## config.mk

```make
export PLATFORM = sky130hd
export DESIGN_NAME = bru_resolve_unit_flat
export DESIGN_NICKNAME = d
export VERILOG_FILES = /design/src/rtl/bru_resolve_unit_pkg.sv /design/src/rtl/bru_resolve_unit_if.sv /design/src/rtl/bru_resolve_unit_pred_queue.sv /design/src/rtl/bru_resolve_unit.sv /design/src/flat_wrapper.sv
export SDC_FILE = /design/constraint.sdc
export NUM_CORES = 1
export LEC_CHECK = 0
export ABC_CLOCK_PERIOD_IN_PS = 11050
export CAP_MARGIN = 25
export CORE_MARGIN = 10
export CORE_UTILIZATION = 30
export CTS_CLUSTER_DIAMETER = 40
export DETAILED_ROUTE_END_ITERATION = 7
export SLEW_MARGIN = 30
export SYNTH_ARGS = -nofsm -noshare
export SYNTH_HDL_FRONTEND = slang
export SYNTH_SLANG_ARGS = --single-unit
```

## constraint.sdc

```tcl
create_clock -name i_clk -period 11.05 [get_ports i_clk]
set_clock_uncertainty 0.2 [all_clocks]
set_input_delay 2.21 -clock i_clk [delete_from_list [all_inputs] [get_ports i_clk]]
set_output_delay 2.21 -clock i_clk [all_outputs]
set_load 0.02 [all_outputs]
```

## src/rtl/bru_resolve_unit_pkg.sv

```systemverilog
// Shared types for the branch resolve path: branch-update package, branch types, queue entry.
// Latency: n/a (types and constants only).
// Backpressure: n/a.
package bru_resolve_unit_pkg;

  typedef enum logic [2:0] {
    BR_BEQ  = 3'd0,
    BR_BNE  = 3'd1,
    BR_BLT  = 3'd2,
    BR_BGE  = 3'd3,
    BR_BLTU = 3'd4,
    BR_BGEU = 3'd5,
    BR_JAL  = 3'd6,
    BR_JALR = 3'd7
  } br_type_t;

  // Predictor-update package consumed by the next-PC unit.
  typedef struct packed {
    logic        update_en;
    logic        valid;
    logic [31:0] pc_lookup;
    logic        taken;
    logic [31:0] target;
  } branch_t;

  // One recorded fetch-time prediction.
  typedef struct packed {
    logic [31:0] pc;
    logic        taken;
    logic [31:0] target;
  } pred_entry_t;

  typedef enum logic {
    ST_RUN     = 1'b0,
    ST_RECOVER = 1'b1
  } bru_state_t;

  // JALR targets always have bit 0 cleared.
  localparam logic [31:0] JALR_LSB_MASK = 32'hFFFF_FFFE;

endpackage

```

## src/rtl/bru_resolve_unit_if.sv

```systemverilog
// Fetch-record, execute-resolve and predictor-update signals of the branch resolve unit.
// Latency: n/a (wiring only).
// Backpressure: o_prd_full stalls fetch; o_ex_ready gates execute resolves.
// Ports: master = fetch/execute/next-PC side, slave = bru_resolve_unit.
interface bru_resolve_unit_if #(
  parameter int DEPTH = 4
);
  import bru_resolve_unit_pkg::*;

  localparam int CNT_W = $clog2(DEPTH) + 1;

  logic             i_prd_push;
  logic [31:0]      i_prd_pc;
  logic             i_prd_taken;
  logic [31:0]      i_prd_target;
  logic             o_prd_full;
  logic             i_ex_valid;
  br_type_t         i_ex_br_type;
  logic [31:0]      i_ex_rs1;
  logic [31:0]      i_ex_rs2;
  logic [31:0]      i_ex_imm;
  logic             o_ex_ready;
  branch_t          o_bru_prd_pkg;
  logic             o_flush;
  logic [CNT_W-1:0] o_count;

  modport master (
    output i_prd_push, i_prd_pc, i_prd_taken, i_prd_target,
    output i_ex_valid, i_ex_br_type, i_ex_rs1, i_ex_rs2, i_ex_imm,
    input  o_prd_full, o_ex_ready, o_bru_prd_pkg, o_flush, o_count
  );

  modport slave (
    input  i_prd_push, i_prd_pc, i_prd_taken, i_prd_target,
    input  i_ex_valid, i_ex_br_type, i_ex_rs1, i_ex_rs2, i_ex_imm,
    output o_prd_full, o_ex_ready, o_bru_prd_pkg, o_flush, o_count
  );

endinterface

```

## src/rtl/bru_resolve_unit_pred_queue.sv

```systemverilog
// In-order circular prediction queue with synchronous clear.
// Latency: head data is combinational from storage; a push is visible at head the cycle after.
// Backpressure: push dropped when full unless a pop happens the same cycle; clear wins over push/pop.
// Ports: clk_i, rst_ni (sync active-low), push_i/data_i, pop_i, clear_i, data_o (head), full_o, empty_o, count_o.
module pred_queue #(
  parameter int DEPTH = 4,
  parameter int W     = 65
) (
  input  logic                       clk_i,
  input  logic                       rst_ni,
  input  logic                       push_i,
  input  logic                       pop_i,
  input  logic                       clear_i,
  input  logic [W-1:0]               data_i,
  output logic [W-1:0]               data_o,
  output logic                       full_o,
  output logic                       empty_o,
  output logic [$clog2(DEPTH):0]     count_o
);
  localparam int PTR_W = $clog2(DEPTH);
  localparam int CNT_W = PTR_W + 1;
  localparam logic [CNT_W-1:0] FULL_CNT = CNT_W'(DEPTH);

  logic [W-1:0]     mem_q [DEPTH];
  logic [PTR_W-1:0] rd_ptr_q, rd_ptr_d, wr_ptr_q, wr_ptr_d;
  logic [CNT_W-1:0] count_q, count_d;
  logic             do_push, do_pop;

  assign empty_o = (count_q == '0);
  assign full_o  = (count_q == FULL_CNT);
  assign count_o = count_q;
  assign data_o  = mem_q[rd_ptr_q];

  assign do_pop  = pop_i & ~empty_o;
  // A full queue still accepts a push when the head leaves in the same cycle.
  assign do_push = push_i & (~full_o | do_pop);

  always_comb begin
    rd_ptr_d = rd_ptr_q;
    wr_ptr_d = wr_ptr_q;
    count_d  = count_q;
    if (clear_i) begin
      rd_ptr_d = '0;
      wr_ptr_d = '0;
      count_d  = '0;
    end else begin
      // DEPTH is a power of two, so pointer overflow is the modulo wrap.
      if (do_push) wr_ptr_d = wr_ptr_q + PTR_W'(1);
      if (do_pop)  rd_ptr_d = rd_ptr_q + PTR_W'(1);
      if (do_push && !do_pop)      count_d = count_q + CNT_W'(1);
      else if (do_pop && !do_push) count_d = count_q - CNT_W'(1);
    end
  end

  always_ff @(posedge clk_i) begin
    if (!rst_ni) begin
      rd_ptr_q <= '0;
      wr_ptr_q <= '0;
      count_q  <= '0;
    end else begin
      rd_ptr_q <= rd_ptr_d;
      wr_ptr_q <= wr_ptr_d;
      count_q  <= count_d;
    end
  end

  // Storage needs no reset: entries are only read when count says they are live.
  always_ff @(posedge clk_i) begin
    if (do_push && !clear_i) mem_q[wr_ptr_q] <= data_i;
  end

endmodule

```

## src/rtl/bru_resolve_unit.sv

```systemverilog
// Branch resolve unit: records fetch predictions, resolves them at execute, emits predictor update + flush.
// Latency: update package and flush are registered, one cycle after the resolve.
// Backpressure: o_prd_full stalls fetch; o_ex_ready low when queue empty or during post-flush recovery.
// Ports: i_clk, i_rst_n (sync active-low), bus (slave modport of bru_resolve_unit_if).
module bru_resolve_unit
  import bru_resolve_unit_pkg::*;
#(
  parameter int DEPTH       = 4,
  parameter int RECOVER_CYC = 2
) (
  input logic               i_clk,
  input logic               i_rst_n,
  bru_resolve_unit_if.slave bus
);
  localparam int CNT_W = $clog2(DEPTH) + 1;
  localparam logic [3:0] RECOVER_LOAD = 4'(RECOVER_CYC);

  bru_state_t  state_q, state_d;
  logic [3:0]  rcv_cnt_q, rcv_cnt_d;
  branch_t     pkg_q;
  logic        flush_q;

  pred_entry_t                    push_entry, head;
  logic [$bits(pred_entry_t)-1:0] head_raw;
  logic                           q_empty, q_full;
  logic [CNT_W-1:0]               q_count;

  logic        run, resolve, mispredict, act_taken;
  logic [31:0] act_tgt, jalr_sum;

  assign run            = (state_q == ST_RUN);
  assign bus.o_ex_ready = run & ~q_empty;
  assign resolve        = bus.i_ex_valid & bus.o_ex_ready;
  assign push_entry     = {bus.i_prd_pc, bus.i_prd_taken, bus.i_prd_target};
  assign head           = pred_entry_t'(head_raw);

  // A mispredict clears the queue at the same edge, which also discards any same-cycle push.
  pred_queue #(
    .DEPTH (DEPTH),
    .W     ($bits(pred_entry_t))
  ) u_pred_queue (
    .clk_i   (i_clk),
    .rst_ni  (i_rst_n),
    .push_i  (bus.i_prd_push & run),
    .pop_i   (resolve),
    .clear_i (resolve & mispredict),
    .data_i  (push_entry),
    .data_o  (head_raw),
    .full_o  (q_full),
    .empty_o (q_empty),
    .count_o (q_count)
  );

  assign bus.o_prd_full = q_full;
  assign bus.o_count    = q_count;

  // Real outcome of the head instruction.
  assign jalr_sum = bus.i_ex_rs1 + bus.i_ex_imm;

  always_comb begin
    act_taken = 1'b0;
    case (bus.i_ex_br_type)
      BR_BEQ:  act_taken = (bus.i_ex_rs1 == bus.i_ex_rs2);
      BR_BNE:  act_taken = (bus.i_ex_rs1 != bus.i_ex_rs2);
      BR_BLT:  act_taken = ($signed(bus.i_ex_rs1) <  $signed(bus.i_ex_rs2));
      BR_BGE:  act_taken = ($signed(bus.i_ex_rs1) >= $signed(bus.i_ex_rs2));
      BR_BLTU: act_taken = (bus.i_ex_rs1 <  bus.i_ex_rs2);
      BR_BGEU: act_taken = (bus.i_ex_rs1 >= bus.i_ex_rs2);
      BR_JAL:  act_taken = 1'b1;
      BR_JALR: act_taken = 1'b1;
      default: act_taken = 1'b0;
    endcase
  end

  assign act_tgt = (bus.i_ex_br_type == BR_JALR) ? (jalr_sum & JALR_LSB_MASK)
                                                 : (head.pc + bus.i_ex_imm);

  // Target only matters when both actual and predicted are taken.
  assign mispredict = (act_taken != head.taken) |
                      (act_taken & head.taken & (act_tgt != head.target));

  // FSM: next-state / counter.
  always_comb begin
    state_d   = state_q;
    rcv_cnt_d = rcv_cnt_q;
    case (state_q)
      ST_RUN: begin
        if (resolve && mispredict) begin
          state_d   = ST_RECOVER;
          rcv_cnt_d = RECOVER_LOAD;
        end
      end
      ST_RECOVER: begin
        rcv_cnt_d = rcv_cnt_q - 4'd1;
        if (rcv_cnt_q <= 4'd1) begin
          state_d   = ST_RUN;
          rcv_cnt_d = 4'd0;
        end
      end
      default: begin
        state_d   = ST_RUN;
        rcv_cnt_d = 4'd0;
      end
    endcase
  end

  always_ff @(posedge i_clk) begin
    if (!i_rst_n) begin
      state_q   <= ST_RUN;
      rcv_cnt_q <= 4'd0;
    end else begin
      state_q   <= state_d;
      rcv_cnt_q <= rcv_cnt_d;
    end
  end

  // Update package: strobes pulse for one cycle; pc/taken/target hold between resolves.
  always_ff @(posedge i_clk) begin
    if (!i_rst_n) begin
      pkg_q   <= '0;
      flush_q <= 1'b0;
    end else if (resolve) begin
      pkg_q.update_en <= 1'b1;
      pkg_q.valid     <= 1'b1;
      pkg_q.pc_lookup <= head.pc;
      pkg_q.taken     <= act_taken;
      pkg_q.target    <= act_tgt;
      flush_q         <= mispredict;
    end else begin
      pkg_q.update_en <= 1'b0;
      pkg_q.valid     <= 1'b0;
      flush_q         <= 1'b0;
    end
  end

  assign bus.o_bru_prd_pkg = pkg_q;
  assign bus.o_flush       = flush_q;

endmodule

```

## src/flat_wrapper.sv

```systemverilog
// flat-port wrapper written by rule: the top's interface ports become plain ports
module bru_resolve_unit_flat import bru_resolve_unit_pkg::*;
#(
  parameter int DEPTH       = 4,
  parameter int RECOVER_CYC = 2
)
  (i_clk, i_rst_n, bus_i_prd_push, bus_i_prd_pc, bus_i_prd_taken, bus_i_prd_target, bus_i_ex_valid, bus_i_ex_br_type, bus_i_ex_rs1, bus_i_ex_rs2, bus_i_ex_imm, bus_o_prd_full, bus_o_ex_ready, bus_o_bru_prd_pkg, bus_o_flush, bus_o_count);
  bru_resolve_unit_if #(.DEPTH(DEPTH)) bus_i ();
  input logic i_clk;
  input logic i_rst_n;
  input wire logic [$bits(bus_i.i_prd_push)-1:0] bus_i_prd_push;
  input wire logic [$bits(bus_i.i_prd_pc)-1:0] bus_i_prd_pc;
  input wire logic [$bits(bus_i.i_prd_taken)-1:0] bus_i_prd_taken;
  input wire logic [$bits(bus_i.i_prd_target)-1:0] bus_i_prd_target;
  input wire logic [$bits(bus_i.i_ex_valid)-1:0] bus_i_ex_valid;
  input wire logic [$bits(bus_i.i_ex_br_type)-1:0] bus_i_ex_br_type;
  input wire logic [$bits(bus_i.i_ex_rs1)-1:0] bus_i_ex_rs1;
  input wire logic [$bits(bus_i.i_ex_rs2)-1:0] bus_i_ex_rs2;
  input wire logic [$bits(bus_i.i_ex_imm)-1:0] bus_i_ex_imm;
  output wire logic [$bits(bus_i.o_prd_full)-1:0] bus_o_prd_full;
  output wire logic [$bits(bus_i.o_ex_ready)-1:0] bus_o_ex_ready;
  output wire logic [$bits(bus_i.o_bru_prd_pkg)-1:0] bus_o_bru_prd_pkg;
  output wire logic [$bits(bus_i.o_flush)-1:0] bus_o_flush;
  output wire logic [$bits(bus_i.o_count)-1:0] bus_o_count;
  assign bus_i.i_prd_push = bus_i_prd_push;
  assign bus_i.i_prd_pc = bus_i_prd_pc;
  assign bus_i.i_prd_taken = bus_i_prd_taken;
  assign bus_i.i_prd_target = bus_i_prd_target;
  assign bus_i.i_ex_valid = bus_i_ex_valid;
  assign bus_i.i_ex_br_type = bus_i_ex_br_type;
  assign bus_i.i_ex_rs1 = bus_i_ex_rs1;
  assign bus_i.i_ex_rs2 = bus_i_ex_rs2;
  assign bus_i.i_ex_imm = bus_i_ex_imm;
  assign bus_o_prd_full = bus_i.o_prd_full;
  assign bus_o_ex_ready = bus_i.o_ex_ready;
  assign bus_o_bru_prd_pkg = bus_i.o_bru_prd_pkg;
  assign bus_o_flush = bus_i.o_flush;
  assign bus_o_count = bus_i.o_count;
  bru_resolve_unit #(.DEPTH(DEPTH), .RECOVER_CYC(RECOVER_CYC)) u_core (.i_clk(i_clk), .i_rst_n(i_rst_n), .bus(bus_i));
endmodule
```

# Word-level counts from Yosys, hierarchy flattened
# Memories as Yosys holds them, arrays and structs flattened. A register that Yosys moved wholly into a read port is not among the register bits.
# Index checks and enable logic that the tools add are counted.
# op_classes
n_reduce_logical	13
n_mux	15
n_addsub	7
magnitude_cmp	5
eq_ne	13
bitwise	14
# ops
operator	n
32-bit adder	2
32-bit greater-or-equal comparator	2
32-bit < comparator	2
32-bit inequality test	2
32-bit equality test	1
32-bit 2-to-1 mux	1
3-bit equality test (second input constant)	5
1-bit AND	8
4-bit 2-to-1 mux	2
4-bit case mux with 2 select lines	1
1-bit case mux with 7 select lines	1
3-bit by 2-bit equality test with 1-bit output (second input constant)	2
3-bit logical NOT	2
2-bit 2-to-1 mux	3
3-bit 2-to-1 mux	2
2-bit by 1-bit adder with 2-bit output (second input constant)	2
4-bit by 1-bit less-or-equal comparator with 1-bit output (second input constant)	1
1-bit logical AND	4
1-bit 2-to-1 mux	4
1-bit NOT	4
2-bit OR reduction	2
4-bit by 1-bit subtractor with 4-bit output (second input constant)	1
3-bit by 1-bit adder with 3-bit output (second input constant)	1
3-bit by 1-bit equality test with 1-bit output (second input constant)	1
8 further kinds	11
# word_totals
output_inout_bits	73
in_bits	168
register_bits	80
mem_count	1
ram_bits	260
elab_cells	79
# memory_table
memory	depth	word_bits	read_ports	rd_clocked_by_memory_dff	write_ports	line_no	rtl
u_core.u_pred_queue.mem_q	4	65	1	1	1	bru_resolve_unit_pred_queue.sv:24	logic [W-1:0] mem_q [DEPTH];

# Logic depth before layout (Yosys ltp)
# logic_depth
depth_word	11
ltp_mapped	25
mapped_depth_nobuf	24

# Cells and area by module
# A second synthesis with hierarchy kept.
# unflattened
cells_unflattened	1517
hier_area_um2	18036.0
# modules_own_cells
module	seq_area_each_um2	n_inst	cells_each	area_each_um2
pred_queue	7987.7	1	391	9913.3
bru_resolve_unit	1441.4	1	1126	8122.8

# Worst setup path before layout
# OpenSTA, ideal clock, no wires.
# synth_timing
path_type	input port to flip-flop
from	in bus_i_ex_rs2[1]
to	mem u_core.u_pred_queue.mem_q[0][0] (enable)
arrival_time_ps	7689
path_stages	24
slack_ps	2730
path_buffers	0
t_required_ps	10420
setup_ps	430
cell_sequence	inv_1 -> ha_1 -> nor2b_1 -> o21a_1 -> o21a_1 -> o21a_1 -> o21a_1 -> o21ai_0 -> o2111ai_1 -> a21oi_1 -> o21a_1 -> mux2_2 -> a211o_1 -> nor2_1 -> ha_1 -> nor2_1 -> o221a_2 -> and4_1 -> o2111ai_1 -> nor4_1 -> nand4_1 -> nor4_2 -> or2_4 -> and3_1
# synth_between
elab_chain_cells	10
word_cells_on_any_way	16
cone_classes	order compare: 4; eq/ne: 3; mux: 3; bitwise: 4; reduce/logical: 2
# synth_lines
element	line_no	rtl
start: declaration	flat_wrapper.sv:18	input wire logic [$bits(bus_i.i_ex_rs2)-1:0] bus_i_ex_rs2;
32-bit greater-or-equal comparator, or another cell as far along	bru_resolve_unit.sv:68	BR_BGEU: act_taken = (bus.i_ex_rs1 >= bus.i_ex_rs2);
1-bit case mux with 7 select lines *	bru_resolve_unit.sv:62	case (bus.i_ex_br_type)
net u_core.act_taken	bru_resolve_unit.sv:28	logic run, resolve, mispredict, act_taken;
1-bit AND (2 in a row)	bru_resolve_unit.sv:80	(act_taken & head.taken & (act_tgt != head.target));
1-bit OR *	bru_resolve_unit.sv:79	assign mispredict = (act_taken != head.taken) |
1-bit AND *	bru_resolve_unit.sv:46	.clear_i (resolve & mispredict),
1-bit logical NOT *	bru_resolve_unit_pred_queue.sv:69	if (do_push && !clear_i) mem_q[wr_ptr_q] <= data_i;
1-bit logical AND *	bru_resolve_unit_pred_queue.sv:69	
1-bit 2-to-1 mux *	bru_resolve_unit_pred_queue.sv:69	
1-bit 2-to-1 mux (not written as such) *	bru_resolve_unit_pred_queue.sv:69	
end: declaration	bru_resolve_unit_pred_queue.sv:24	
# The timed path passes the listed nets; every way through them passes the cells marked *.

# Worst setup path in the final report
# layout_timing
from	in bus_i_ex_rs2[25]
to	mem u_core.u_pred_queue.mem_q[2][62] (enable)
# Same word-level chain as after synthesis.

==> flow_summary.ini <==
[run_status]
status = finished, final reports clean

[timing]
maxSlewHeadroom_pct = 30.4
setup_violations = 0
rsz0062_at_grt = no
final_hold_viol_count = 0
min_period_ns = 8.28
fin_tns_setup_ns = 0
setup_ws_ns = 2.77
finalCritPeriodShare_pct = 74.9
drv_slew = 0
max_freq_mhz = 121
worstMarginPinSlew_ns = 1.04
hold_ws_ns = 0.252

[critical_path]
slowest_stage = buf_4
cp-start-kind = primary input
critPathArrivalTime_ns = 8.33
crit_fanout = 36
critPathMostFrequentCell = a21o_1
critPathCaptureType = flip-flop
worstSetupPathType = primary input to flip-flop
worst_r2r_endpoint = u_core.u_pred_queue.mem_q[2][62]
r2r_cells = 15
rrSetupSlack_ns = 4.23
crit_required_ns = 11.10
critPathMaxStageDelay_ns = 0.51

[cts]
cts_buffers = 54
cts_max_level = 2
holdBufCountCts = 0
clk_pin_slew_ns = 0.05
clock-sinks = 341
post_cts_resized = 0
post-cts-setup-buffers = 0
tritoncts = built
cts_root_buffer = clkbuf_16
clock_latency_ns = 0.63
cts_buffer_depth = 3

[placement]
port_buffers = 240
place_hpwl_um = 46000
placed_cell_area_um2 = 21400
place_worst_setup_slack_ns = 2.25
gp_routability_congestion = 0.909

[power]
total_power_mw = 6.22
power_density_nw_per_um2 = 267
peakVddDrop_uv = 133
p_leak_nw = 8.39

[logic_synthesis]
syn_avg_cell_area_um2 = 11.9
syn_nets = 1807
synth_async_sr_flop_share_pct = 0
synth_edf_count = 260
synth_cell_types = 88
synthCells = 1535
synth-seq-cells = 341
syn_area_um2 = 18200
yosysSeqAreaShare_pct = 51.7
synth_ff_type = edfxtp_1
synth.yosys.warnings = 0

[global_route]
grt_pass1_vias = 13628
grt_overflow_total = 0
antenna_found_initial = 4
grt_pass1_wl_um = 88800
grt_use_total_pct = 16.6
grt_start_max_net_pins = 78

[floorplan]
die_area_um2 = 71000
dieWidth_um = 267
rows = 90
start_util_pct = 30.3
core_um2 = 60200
die_height_um = 267
io_pins = 241

[routing]
ant_nets = 0
vias_per_cell = 5.25
firstDrtPassIters = 5
vias = 13646
wl_per_cell_um = 23.1
first_iter_violations = 1140
route.detailed.drc = 0
drt-total-wl_um = 60100

[hold_path]
hp-class = flip-flop to flip-flop
min-delay-start = u_core.bus.o_bru_prd_pkg[34]
hold_path_end = u_core.bus.o_bru_prd_pkg[34]
min_path_cells = 2

[job]
cap_violations = 0

[cells_and_area]
nFillCells = 5682
area_growth_pct = 28.0
nets = 2044
register_area_um2 = 9430
drive_above_1_share_pct = 12.1
post-route-cell-area_um2 = 23300
multi_input_comb_area_um2 = 8290
## cell type report
type | count | share of cell area (%)
sequential | 341 | 40.4
multi-input combinational | 1065 | 35.5
timing repair buffer | 258 | 10.9
clock buffer | 62 | 6.17
inverter | 52 | 0.836
antenna | 1 | 0.0107
tap | 782 | 4.19
clock inverter | 39 | 1.95
## synth_stat cells, drive strengths merged, types with 33 or more instances
library cell  instances  area [um^2]
a21oi               125          629
buf                  33          169
clkbuf               44          166
dfxtp                81         1620
edfxtp              260         7810
ha                  101         1260
inv                  52          195
mux4                 63         1420
nand2               164          616
nor2                 93          349
o21ai                58          290
xnor2                46          403
## cells by family (layout without fill, tap and decap cells)
kind of cell / after synthesis / in the layout / share of synthesized area, %
other cells: 0 / 1 / 0
fa+ha+maj: 104 / 104 / 7.26
mux: 91 / 91 / 9.37
simple gates: 435 / 435 / 11.4
flops: 341 / 341 / 51.7
buf+inv: 129 / 411 / 2.91
xor+xnor: 81 / 81 / 4.36
compound gates: 354 / 354 / 13.0
## flip-flops by register name, indices dropped and copies added (netlist names), named ones only
signal,cells
u_core.u_pred_queue.rd_ptr_q,2
u_core.state_q,1
u_core.u_pred_queue.wr_ptr_q,2
u_core.bus.o_bru_prd_pkg,66
u_core.rcv_cnt_q,4
u_core.u_pred_queue.count_o,3
u_core.u_pred_queue.mem_q,260
u_core.bus.o_flush,1
## metal layers
metal	part of all wire (%)	GRT usage, %	vias to the layer above
met3	6.5	3.96	80
met2	48	27.8	444
met4	2.3	4.71	6
met1	43	21.0	6749
li1	-	-	6367
met5	0.067	0	-
## where the power goes
group | leakage, nW | switching, mW | total [mW] | internal [mW]
logic | 4.44 | 1.56 | 2.69 | 1.13
clock network | 0.919 | 0.643 | 1.73 | 1.09
registers | 3.04 | 0.138 | 1.80 | 1.66
total | 8.39 | 2.34 | 6.22 | 3.88
## cells in the final DEF, fill, tap and decap left out, types with 7 or more instances in the layout
cell type / netlist / routed
edfxtp_1: 260 / 260
clkdlybuf4s50_1: 0 / 240
nand2_1: 164 / 164
a21oi_1: 124 / 124
ha_1: 101 / 101
nor2_1: 93 / 93
dfxtp_1: 81 / 79
mux4_2: 63 / 63
o21ai_0: 55 / 55
clkbuf_16: 0 / 54
inv_1: 52 / 50
xnor2_1: 46 / 46
xor2_1: 29 / 29
a21o_1: 27 / 27
nor3_1: 25 / 25
nand3_1: 26 / 25
nand4_1: 23 / 23
mux2i_1: 21 / 21
and3_1: 24 / 19
a211oi_1: 19 / 19
buf_4: 3 / 17
o21a_1: 15 / 15
or3_1: 14 / 14
nand2b_1: 10 / 10
a211o_1: 10 / 10
a31oi_1: 10 / 10
o211ai_1: 9 / 9
nor4_1: 9 / 9
a311oi_1: 9 / 9
clkinv_2: 0 / 9
nor3b_1: 8 / 8
and2_1: 9 / 8
o21bai_1: 7 / 7
o22ai_1: 7 / 7
inv_6: 0 / 7
## worst max-delay path by stage
| stage | startpoint | endpoint | cells past startpoint |
|---|---|---|---|
| CTS | bus_i_ex_rs2[25] | u_core.u_pred_queue.mem_q[0][11] | 26 |
| global placement | bus_i_ex_rs2[25] | u_core.u_pred_queue.mem_q[0][63] | 26 |
| global route | bus_i_ex_rs2[25] | u_core.u_pred_queue.mem_q[0][11] | 26 |
| floorplan | bus_i_ex_rs2[1] | u_core.u_pred_queue.mem_q[0][0] | 24 |
| detailed placement | bus_i_ex_rs2[25] | u_core.u_pred_queue.mem_q[2][62] | 26 |
| finish | bus_i_ex_rs2[25] | u_core.u_pred_queue.mem_q[2][62] | 26 |
## per-stage QoR
stage	std cells	util (%)
floorplan	1535	-
global placement	2497	35.6
detailed placement	2497	35.6
CTS	2598	38.7
global route	2599	38.7
finish	2600	38.7
## critical path, delay by kind of cell
| family | cells | cell delay (ns) |
|---|---|---|
| AO/OA/AOI/OAI | 10 | 2.07 |
| buffers and inverters | 3 | 1.02 |
| AND/OR/NAND/NOR | 10 | 2.07 |
| adder cells (fa/ha/maj) | 2 | 0.57 |
| multiplexers | 1 | 0.35 |
Power figures use the tool's default switching activity.
